File: src/rtl/run_controller_pkg.sv
// Shared definitions for the run controller slice:
// command opcodes, controller states and the integration count default.
package run_controller_pkg;

    localparam int unsigned CMD_NOOP        = 0;
    localparam int unsigned CMD_START       = 1;
    localparam int unsigned CMD_STOP        = 2;
    localparam int unsigned CMD_SET_FRAMES  = 3;
    localparam int unsigned CMD_CLEAR_ERROR = 4;

    localparam int unsigned DEF_COUNT = 5000;

    typedef enum logic [1:0] {
        ST_IDLE,
        ST_RUNNING,
        ST_DRAINING
    } state_t;

endpackage

File: src/rtl/run_controller_if.sv
// Command bus from the USB command path into the run controller.
// The host side drives it; the controller only listens.
interface run_controller_if #(
    parameter int CMD_W = 16
) ();

    logic             cmd_valid;
    logic [CMD_W-1:0] cmd_word;

    modport master (output cmd_valid, output cmd_word);
    modport slave  (input  cmd_valid, input  cmd_word);

endinterface

File: src/rtl/run_controller_command_decoder.sv
// Splits a command word into opcode and value and
// produces one-hot strobes qualified by cmd_valid.
module command_decoder
    import run_controller_pkg::*;
#(
    parameter int CMD_W = 16,
    parameter int OP_W  = 3,
    parameter int VAL_W = CMD_W - OP_W
) (
    input  logic             cmd_valid,
    input  logic [CMD_W-1:0] cmd_word,
    output logic [VAL_W-1:0] value,
    output logic             is_start,
    output logic             is_stop,
    output logic             is_set_frames,
    output logic             is_clear,
    output logic             is_illegal
);

    logic [OP_W-1:0] op;

    assign op    = cmd_word[CMD_W-1 -: OP_W];
    assign value = cmd_word[VAL_W-1:0];

    assign is_start      = cmd_valid && (op == OP_W'(CMD_START));
    assign is_stop       = cmd_valid && (op == OP_W'(CMD_STOP));
    assign is_set_frames = cmd_valid && (op == OP_W'(CMD_SET_FRAMES));
    assign is_clear      = cmd_valid && (op == OP_W'(CMD_CLEAR_ERROR));
    assign is_illegal    = cmd_valid && (op > OP_W'(CMD_CLEAR_ERROR));

endmodule

File: src/rtl/run_controller.sv
// Run/command controller: owns the running flag, integration count,
// frame-limited runs with auto-stop and graceful (draining) stop.
module run_controller
    import run_controller_pkg::*;
#(
    parameter int CMD_W         = 16,
    parameter int OP_W          = 3,
    parameter int COUNT_W       = 32,
    parameter int SCALE_SHIFT   = 2,
    parameter int FRAME_W       = 16,
    parameter int DEFAULT_COUNT = DEF_COUNT
) (
    input  logic               clk_in,
    input  logic               reset,
    run_controller_if.slave    cmd,
    input  logic               frame_done,
    output logic               running,
    output logic [COUNT_W-1:0] integration_clock_count,
    output logic [FRAME_W-1:0] frame_count,
    output logic               run_start,
    output logic               run_stop,
    output logic               cmd_error,
    output logic               is_on,
    output logic               is_off
);

    localparam int VAL_W = CMD_W - OP_W;
    localparam int TW    = (VAL_W < FRAME_W) ? VAL_W : FRAME_W;

    logic [VAL_W-1:0] value;
    logic is_start, is_stop, is_set_frames, is_clear, is_illegal;

    command_decoder #(
        .CMD_W (CMD_W),
        .OP_W  (OP_W),
        .VAL_W (VAL_W)
    ) u_dec (
        .cmd_valid     (cmd.cmd_valid),
        .cmd_word      (cmd.cmd_word),
        .value         (value),
        .is_start      (is_start),
        .is_stop       (is_stop),
        .is_set_frames (is_set_frames),
        .is_clear      (is_clear),
        .is_illegal    (is_illegal)
    );

    state_t             state_q, state_d;
    logic [COUNT_W-1:0] icc_q, icc_d;
    logic [FRAME_W-1:0] fc_q, fc_d, fc_inc;
    logic [FRAME_W-1:0] tgt_q, tgt_d;
    logic               err_q, err_d;
    logic               start_q, start_d;
    logic               stop_q, stop_d;

    assign fc_inc = (&fc_q) ? fc_q : fc_q + FRAME_W'(1);

    // State register and all registered outputs
    always_ff @(posedge clk_in or posedge reset) begin
        if (reset) begin
            state_q <= ST_IDLE;
            icc_q   <= COUNT_W'(DEFAULT_COUNT);
            fc_q    <= '0;
            tgt_q   <= '0;
            err_q   <= 1'b0;
            start_q <= 1'b0;
            stop_q  <= 1'b0;
        end else begin
            state_q <= state_d;
            icc_q   <= icc_d;
            fc_q    <= fc_d;
            tgt_q   <= tgt_d;
            err_q   <= err_d;
            start_q <= start_d;
            stop_q  <= stop_d;
        end
    end

    // Next state, counters, error flag and start/stop pulses
    always_comb begin
        state_d = state_q;
        icc_d   = icc_q;
        fc_d    = fc_q;
        tgt_d   = tgt_q;
        err_d   = err_q;
        start_d = 1'b0;
        stop_d  = 1'b0;

        if (is_illegal) err_d = 1'b0 | 1'b1;
        if (is_clear)   err_d = 1'b0;

        unique case (state_q)
            ST_IDLE: begin
                if (is_start) begin
                    if (value != '0) begin
                        icc_d   = COUNT_W'(value) << SCALE_SHIFT;
                        fc_d    = '0;
                        state_d = ST_RUNNING;
                        start_d = 1'b1;
                    end else begin
                        err_d = 1'b1;
                    end
                end
                if (is_set_frames) tgt_d = FRAME_W'(value[TW-1:0]);
            end
            ST_RUNNING: begin
                if (is_start || is_set_frames) err_d = 1'b1;
                if (frame_done) begin
                    fc_d = fc_inc;
                    if (is_stop || (tgt_q != '0 && fc_inc == tgt_q)) begin
                        state_d = ST_IDLE;
                        stop_d  = 1'b1;
                    end
                end else if (is_stop) begin
                    state_d = ST_DRAINING;
                end
            end
            ST_DRAINING: begin
                if (is_start || is_set_frames) err_d = 1'b1;
                if (frame_done) begin
                    fc_d    = fc_inc;
                    state_d = ST_IDLE;
                    stop_d  = 1'b1;
                end
            end
            default: state_d = ST_IDLE;
        endcase
    end

    assign running                 = (state_q != ST_IDLE);
    assign is_on                   = running;
    assign is_off                  = ~running;
    assign integration_clock_count = icc_q;
    assign frame_count             = fc_q;
    assign run_start               = start_q;
    assign run_stop                = stop_q;
    assign cmd_error               = err_q;

endmodule

File: src/flat_wrapper.sv
// flat-port wrapper written by rule: the top's interface ports become plain ports
module run_controller_flat import run_controller_pkg::*;
#(
    parameter int CMD_W         = 16,
    parameter int OP_W          = 3,
    parameter int COUNT_W       = 32,
    parameter int SCALE_SHIFT   = 2,
    parameter int FRAME_W       = 16,
    parameter int DEFAULT_COUNT = DEF_COUNT
)
  (clk_in, reset, frame_done, running, integration_clock_count, frame_count, run_start, run_stop, cmd_error, is_on, is_off, cmd_cmd_valid, cmd_cmd_word);
  run_controller_if #(.CMD_W(CMD_W)) cmd_i ();
  input  logic clk_in;
  input  logic reset;
  input  logic frame_done;
  output logic running;
  output logic [COUNT_W-1:0] integration_clock_count;
  output logic [FRAME_W-1:0] frame_count;
  output logic run_start;
  output logic run_stop;
  output logic cmd_error;
  output logic is_on;
  output logic is_off;
  input wire logic [$bits(cmd_i.cmd_valid)-1:0] cmd_cmd_valid;
  input wire logic [$bits(cmd_i.cmd_word)-1:0] cmd_cmd_word;
  assign cmd_i.cmd_valid = cmd_cmd_valid;
  assign cmd_i.cmd_word = cmd_cmd_word;
  run_controller #(.CMD_W(CMD_W), .OP_W(OP_W), .COUNT_W(COUNT_W), .SCALE_SHIFT(SCALE_SHIFT), .FRAME_W(FRAME_W), .DEFAULT_COUNT(DEFAULT_COUNT)) u_core (.clk_in(clk_in), .reset(reset), .cmd(cmd_i), .frame_done(frame_done), .running(running), .integration_clock_count(integration_clock_count), .frame_count(frame_count), .run_start(run_start), .run_stop(run_stop), .cmd_error(cmd_error), .is_on(is_on), .is_off(is_off));
endmodule
File: config.mk
export PLATFORM = sky130hd
export DESIGN_NAME = run_controller_flat
export DESIGN_NICKNAME = d
export VERILOG_FILES = /design/src/rtl/run_controller_pkg.sv /design/src/rtl/run_controller_if.sv /design/src/rtl/run_controller_command_decoder.sv /design/src/rtl/run_controller.sv /design/src/flat_wrapper.sv
export SDC_FILE = /design/constraint.sdc
export NUM_CORES = 1
export LEC_CHECK = 0
export CELL_PAD_IN_SITES_DETAIL_PLACEMENT = 0
export CELL_PAD_IN_SITES_GLOBAL_PLACEMENT = 1
export CORE_MARGIN = 4
export CORE_UTILIZATION = 38
export DETAILED_ROUTE_END_ITERATION = 8
export PLACE_DENSITY = 0.83
export SLEW_MARGIN = 40
export SYNTH_ARGS = -nofsm -noshare
export SYNTH_HDL_FRONTEND = slang
export SYNTH_SLANG_ARGS = --single-unit
File: constraint.sdc
create_clock -name clk_in -period 3.3 [get_ports clk_in]
set_input_delay 0.66 -clock clk_in [delete_from_list [all_inputs] [get_ports clk_in]]
set_output_delay 0.66 -clock clk_in [all_outputs]
set_load 0.05 [all_outputs]
==> results.yml, run 1 <==
global_route:
  grt_util_all_layers: 0.151
  grt_pass1_vias: 2436
  grt_antenna_before_repair: 0
  grt_overflow: 0
  grt_max_degree: 48
  grt_first_pass_wirelength_mm: 12.1
setup_path:
  cp_cell_sequence: "ha_2, nand3_2, nor4_4, buf_4, o211ai_4, o41ai_2, o2111ai_1, or4_4, o31ai_4, mux2i_1"
  r2r-start: "u_core.frame_count[0]"
  crit_path_end_kind: "flop"
  reg2reg_to: "u_core.state_q[0]"
  worstSetupPathType: "flop to flop"
  arrival_ns: 3.28
  crit_required_ns: 3.52
  reg2reg_setup_slack_ns: 0.25
  worstPathMaxFanout: 7
  cpPeakStageDelay_ns: 0.59
  crit_slowest_cell: "or4_4"
  reg2reg_depth: 10
  critPathLaunchType: "flop"
logic_synthesis:
  ys_top_cells_by_area: "dfrtp_1 (34%), nand2_1 (7.4%), mux2_2 (5.5%)"
  synth.distinct_cells: 61
  ys_seq_area_frac: 0.387
  yosysTopAreaCell: "dfrtp_1"
  synth_top_cell_area_share: 0.344
  synth_area_per_cell_um2: 9.34
  syn_inst: 327
  netlist_area_um2: 3050
  synth_ff_type: "dfrtp_1"
  synth_enable_flop_cells: 0
  ys_async_sr_fraction: 1.00
  synth-seq-cells: 47
  yosys_warnings: 0
outcome:
  status: "finished, final reports clean"
final_layout:
  antenna_cells: 0
  multi_input_area_um2: 1650
  instances_no_fill: 488
  final_nets: 410
  fillers: 760
  regArea_um2: 1180
  drive_gt1_frac: 0.150
  syn2layout_area_growth_pct: 23.3
sta:
  fin_skew_ns: 0.00701
  slew_headroom: 0.613
  hold_violations: 0
  drv_slew: 0
  tightest_slew_ns: 0.580
  rsz0062_at_grt: "false"
  finalCritPeriodShare: 0.926
  clock.fmax_mhz: 327
  period_needed_ns: 3.05
  finalHoldWorstSlack_ns: 0.460
  tns_ns: 0
  setup_viol: 0
placed_design:
  hpwl_mm: 5.44
  portBuffers: 54
  placed_cells_incl_taps: 477
  routabilityCongestion: 0.868
die:
  num_rows: 32
  die_area_um2: 9540
  core_um2: 7770
  io_pins: 74
  initial_core_util: 0.393
  die_w_um: 97.7
  die_h_um: 97.7
cts:
  cts_tree: "built"
  clock_latency_ns: 0.30
  clockBufferDepth: 2
  path_clk_slew_ns: 0.09
  ctsHoldBuffers: 0
  cts_buffers: 5
  cts-root-buf: "clkbuf_8"
  cts.sinks: 47
  htree_levels: 2
power:
  power_density_nw_per_um2: 751
  totalPowerFinal_uw: 2830
  vdd_drop_max_mv: 0.413
  p_leak_uw: 0.00159
route:
  routed_via_density: 5.20
  drc: 0
  dr_total_vias: 2540
  avgRoutedWirePerCell_um: 14.8
  drt_iter0_drc: 126
  routed_wirelength_mm: 7.21
  ant_nets: 0
  drtPass1Iterations: 4
hold_path:
  hp-class: "flop to flop"
  worstHoldEndpoint: "u_core.integration_clock_count[12]"
  worstHoldPathCells: 2
  hold_path.startpoint: "u_core.integration_clock_count[12]"
job:
  drv_cap: 0
## state kept, by name (all words and copies together) (netlist names)
signal                          cells
u_core.tgt_q                       13
u_core.frame_count                 16
u_core.integration_clock_count     13
u_core.run_start                    1
u_core.state_q                      2
u_core.cmd_error                    1
u_core.run_stop                     1
## power breakdown
part | internal, uW | total (uW) | leakage [uW] | switching [uW]
Sequential | 772 | 955 | 0.000598 | 183
Clock | 226 | 435 | 0.0000581 | 209
Combinational | 555 | 1440 | 0.000934 | 882
Total | 1550 | 2830 | 0.00159 | 1270
## metal layers
layer / up-vias / global-route usage / share of wire
li1: 1234 / - / -
met1: 1213 / 0.205 / 0.46
met4: 0 / 0.0415 / 0.0087
met2: 85 / 0.241 / 0.47
met3: 8 / 0.0337 / 0.061
met5: - / 0 / 0
## cell usage in the layout, fill, tap and decap left out, types with 2 or more instances in the layout
master,instances
nand2_1,60
clkdlybuf4s50_1,54
dfrtp_1,42
conb_1,19
o21ai_0,16
nor2_1,15
xnor2_1,15
mux2_2,15
nand3_1,11
inv_1,11
buf_4,11
a21oi_1,10
o21ai_1,6
nor4_1,5
nor3_1,5
nand4_1,5
nand2b_1,5
clkbuf_8,5
dfstp_2,5
o2111ai_1,4
ha_1,4
and4_1,3
o31ai_1,3
mux2i_1,3
xor2_1,3
a31oi_1,3
nor2b_1,2
nand4_4,2
nand3_2,2
and3_1,2
a22o_1,2
o211ai_1,2
o22a_1,2
## Yosys cell counts (6+ instances only)
library cell and instances:
nand2_1 60, dfrtp_1 42, buf_4 21, nor2_1 16, o21ai_0 16, mux2_2 15, xnor2_1 15, inv_1 12
nand3_1 11, a21oi_1 10, buf_6 6, o21ai_1 6
## kinds of logic after synthesis
group / count (synthesis) / synth area share
other: 1 / 0.00123
and+or+nand+nor: 132 / 0.237
DFF: 47 / 0.387
muxes: 18 / 0.0651
buffers and inverters: 45 / 0.0959
adders and majority gates: 5 / 0.0205
AOI/OAI and AO/OA: 61 / 0.142
xor gates and xnor gates: 18 / 0.0516
## how the worst max path moves through the flow
stage / start / to / slack (ns)
after CTS: u_core.frame_count[0] / u_core.state_q[0] / 0.18
final: u_core.frame_count[0] / u_core.state_q[0] / 0.25
after global placement: u_core.frame_count[0] / u_core.state_q[0] / 0.25
after global routing: u_core.frame_count[0] / u_core.state_q[0] / 0.04
after detailed placement: u_core.frame_count[0] / u_core.state_q[0] / 0.21
after floorplan: u_core.frame_count[0] / u_core.state_q[0] / 0.22
## cell type report
| type | instances | share of cell area |
|---|---|---|
| flip-flops and latches | 47 | 0.314 |
| multi-input cells | 253 | 0.439 |
| clock inverters | 3 | 0.0116 |
| inverters | 12 | 0.0126 |
| clock buffers | 5 | 0.0183 |
| repair buffers | 66 | 0.171 |
| well taps | 102 | 0.0339 |
## metrics by stage
stage | instance area (um^2) | setup WS (ns) | util
floorplan | 3120 | 0.219 | -
global placement | 3620 | 0.249 | 0.466
detailed placement | 3620 | 0.207 | 0.467
CTS | 3740 | 0.179 | 0.481
global route | 3760 | 0.0391 | 0.485
finish | 3760 | 0.245 | 0.485
## critical path, delay by kind of cell, from the launching register on
| kind | cells | cell delay, ns |
|---|---|---|
| DFF | 1 | 0.50 |
| adders and majority gates | 1 | 0.31 |
| AOI/OAI and AO/OA | 4 | 0.60 |
| muxes | 1 | 0.22 |
| buffers and inverters | 1 | 0.20 |
| and+or+nand+nor | 3 | 1.15 |
## timing repair
action                                  in CTS  in global routing
gates resized for setup                      0                  2
endpoints found under the hold margin        0                  0
buffers inserted                             0                  3
endpoints found under the setup margin       0                  1
Power figures use the tool's default switching activity.
==> run 2: changes to the inputs <==
- SKIP_LAST_GASP: unset -> 1
==> results of run 2 <==
No change in the layout: final DEF, timing and power equal those of run 1.
==> run 3: changes to the inputs <==
- CORE_MARGIN: 4 -> unset
==> results.yml, run 3 (same netlist as run 1, synthesis figures left out) <==
final_layout:
  final_area_um2: 3700
  final_common_cell: "nand2_1"
  final_cell_mix: "nand2_1 (60), clkdlybuf4s50_1 (54), dfrtp_1 (42)"
  drive_gt1_frac: 0.134
  largest_reg_flops: 16
  final_nets: 405
  antenna_cells: 0
  syn2layout_area_growth_pct: 21.2
  fillers: 755
route:
  routed_wirelength_mm: 7.18
  drt_iter0_drc: 137
  drtPass1Iterations: 4
  drc: 0
  routed_via_density: 5.18
  avgRoutedWirePerCell_um: 14.9
  ant_nets: 0
  dr_total_vias: 2501
cts:
  cts_buffers: 5
  cts.sinks: 47
  cts-root-buf: "clkbuf_8"
  clockBufferDepth: 2
  htree_levels: 2
  path_clk_slew_ns: 0.09
  post_cts_resized: 0
  ctsHoldBuffers: 0
  post-cts-setup-buffer-count: 0
  cts_tree: "built"
  clock_latency_ns: 0.31
die:
  die_w_um: 91.7
  die_area_um2: 8400
  num_rows: 32
  initial_core_util: 0.393
  core_um2: 7770
  die_h_um: 91.7
  io_pins: 74
setup_path:
  cpPeakStageDelay_ns: 0.48
  worstSetupPathType: "flop to flop"
  crit_slowest_cell: "dfrtp_1"
  path_buf_inv: 0
  arrival_ns: 3.23
  critPathLaunchType: "flop"
  crit_required_ns: 3.53
  worstPathMaxFanout: 7
  cp_top_family: "simple AND/OR/NAND/NOR gates"
  cp_cell_sequence: "ha_2, nand2_1, nor2_1, mux2_2, a2111oi_1, nand3_1, or4_4, o31ai_4, mux2i_1"
  crit_path_end_kind: "flop"
sta:
  rsz0062_at_grt: "false"
  clock.fmax_mhz: 334
  period_needed_ns: 3.00
  finalCritPeriodShare: 0.908
  tightest_slew_ns: 0.580
  slew_headroom: 0.613
  tns_ns: 0
  fin_ws_ns: 0.304
  hold_violations: 0
  drv_slew: 0
  setup_viol: 0
  fin_skew_ns: 0.00699
placed_design:
  hpwl_mm: 5.41
  routabilityCongestion: 0.848
  portBuffers: 54
  place_area_um2: 3610
  dp_slack_ns: 0.241
global_route:
  grt_max_degree: 48
  grt_antenna_before_repair: 0
  grt_first_pass_wirelength_mm: 12.2
  grt_pass1_vias: 2503
  grt_overflow: 0
  grt_util_all_layers: 0.182
power:
  power_density_nw_per_um2: 746
  vdd_drop_max_mv: 0.388
  totalPowerFinal_uw: 2760
  p_leak_uw: 0.00155
outcome:
  status: "finished, final reports clean"
hold_path:
  hp-class: "flop to flop"
job:
  drv_cap: 0
## run 3: per-stage QoR
stage | utilization | instances | hold slack [ns]
floorplan | - | 345 | 0.498
global placement | 0.464 | 475 | 0.446
detailed placement | 0.465 | 475 | 0.451
CTS | 0.476 | 483 | 0.466
global route | 0.477 | 483 | 0.473
finish | 0.477 | 483 | 0.462
## run 3: cell type report
cell class,count,area [um^2],area share
clock inverter,2,16.3,0.00439
inverter,12,47.5,0.0128
clock buffer,6,72.6,0.0196
multi-input combinational,253,1650,0.446
timing repair buffer,61,606,0.164
tap,102,128,0.0345
sequential,47,1180,0.319
## run 3: metal layers
metal / track usage / vias up / wire, um
li1: - / 1222 / -
met1: 0.246 / 1214 / 3370
met2: 0.303 / 60 / 3510
met3: 0.0307 / 5 / 255
met4: 0.0450 / 0 / 46
met5: 0 / - / 0
## run 3: path summary, 6_finish.rpt
| path | slack (ns) | to | start | cells after the start |
|---|---|---|---|---|
| setup / recovery | 0.30 | u_core.state_q[0] | u_core.frame_count[0] | 9 |
| hold / removal | 0.46 | u_core.integration_clock_count[12] | u_core.integration_clock_count[12] | 2 |
| setup reg to reg | 0.30 | u_core.state_q[0] | u_core.frame_count[0] | 9 |
| hold reg to reg | 0.46 | u_core.integration_clock_count[12] | u_core.integration_clock_count[12] | 2 |
| max in group asynchronous | 2.14 | u_core.frame_count[6] | reset | 2 |
| min in group asynchronous | 0.77 | u_core.frame_count[12] | reset | 2 |
## run 3: power by group
group | leakage (uW) | switching (uW) | internal (uW)
clock | 0.0000418 | 213 | 153
combinational | 0.000906 | 889 | 555
sequential | 0.000598 | 183 | 772
## run 3: worst register-to-register path, stage by stage (launching register included)
cell       delay, ns
dfrtp_1         0.48
ha_2            0.30
nand2_1         0.09
nor2_1          0.25
mux2_2          0.37
a2111oi_1       0.36
nand3_1         0.12
or4_4           0.46
o31ai_4         0.30
mux2i_1         0.21
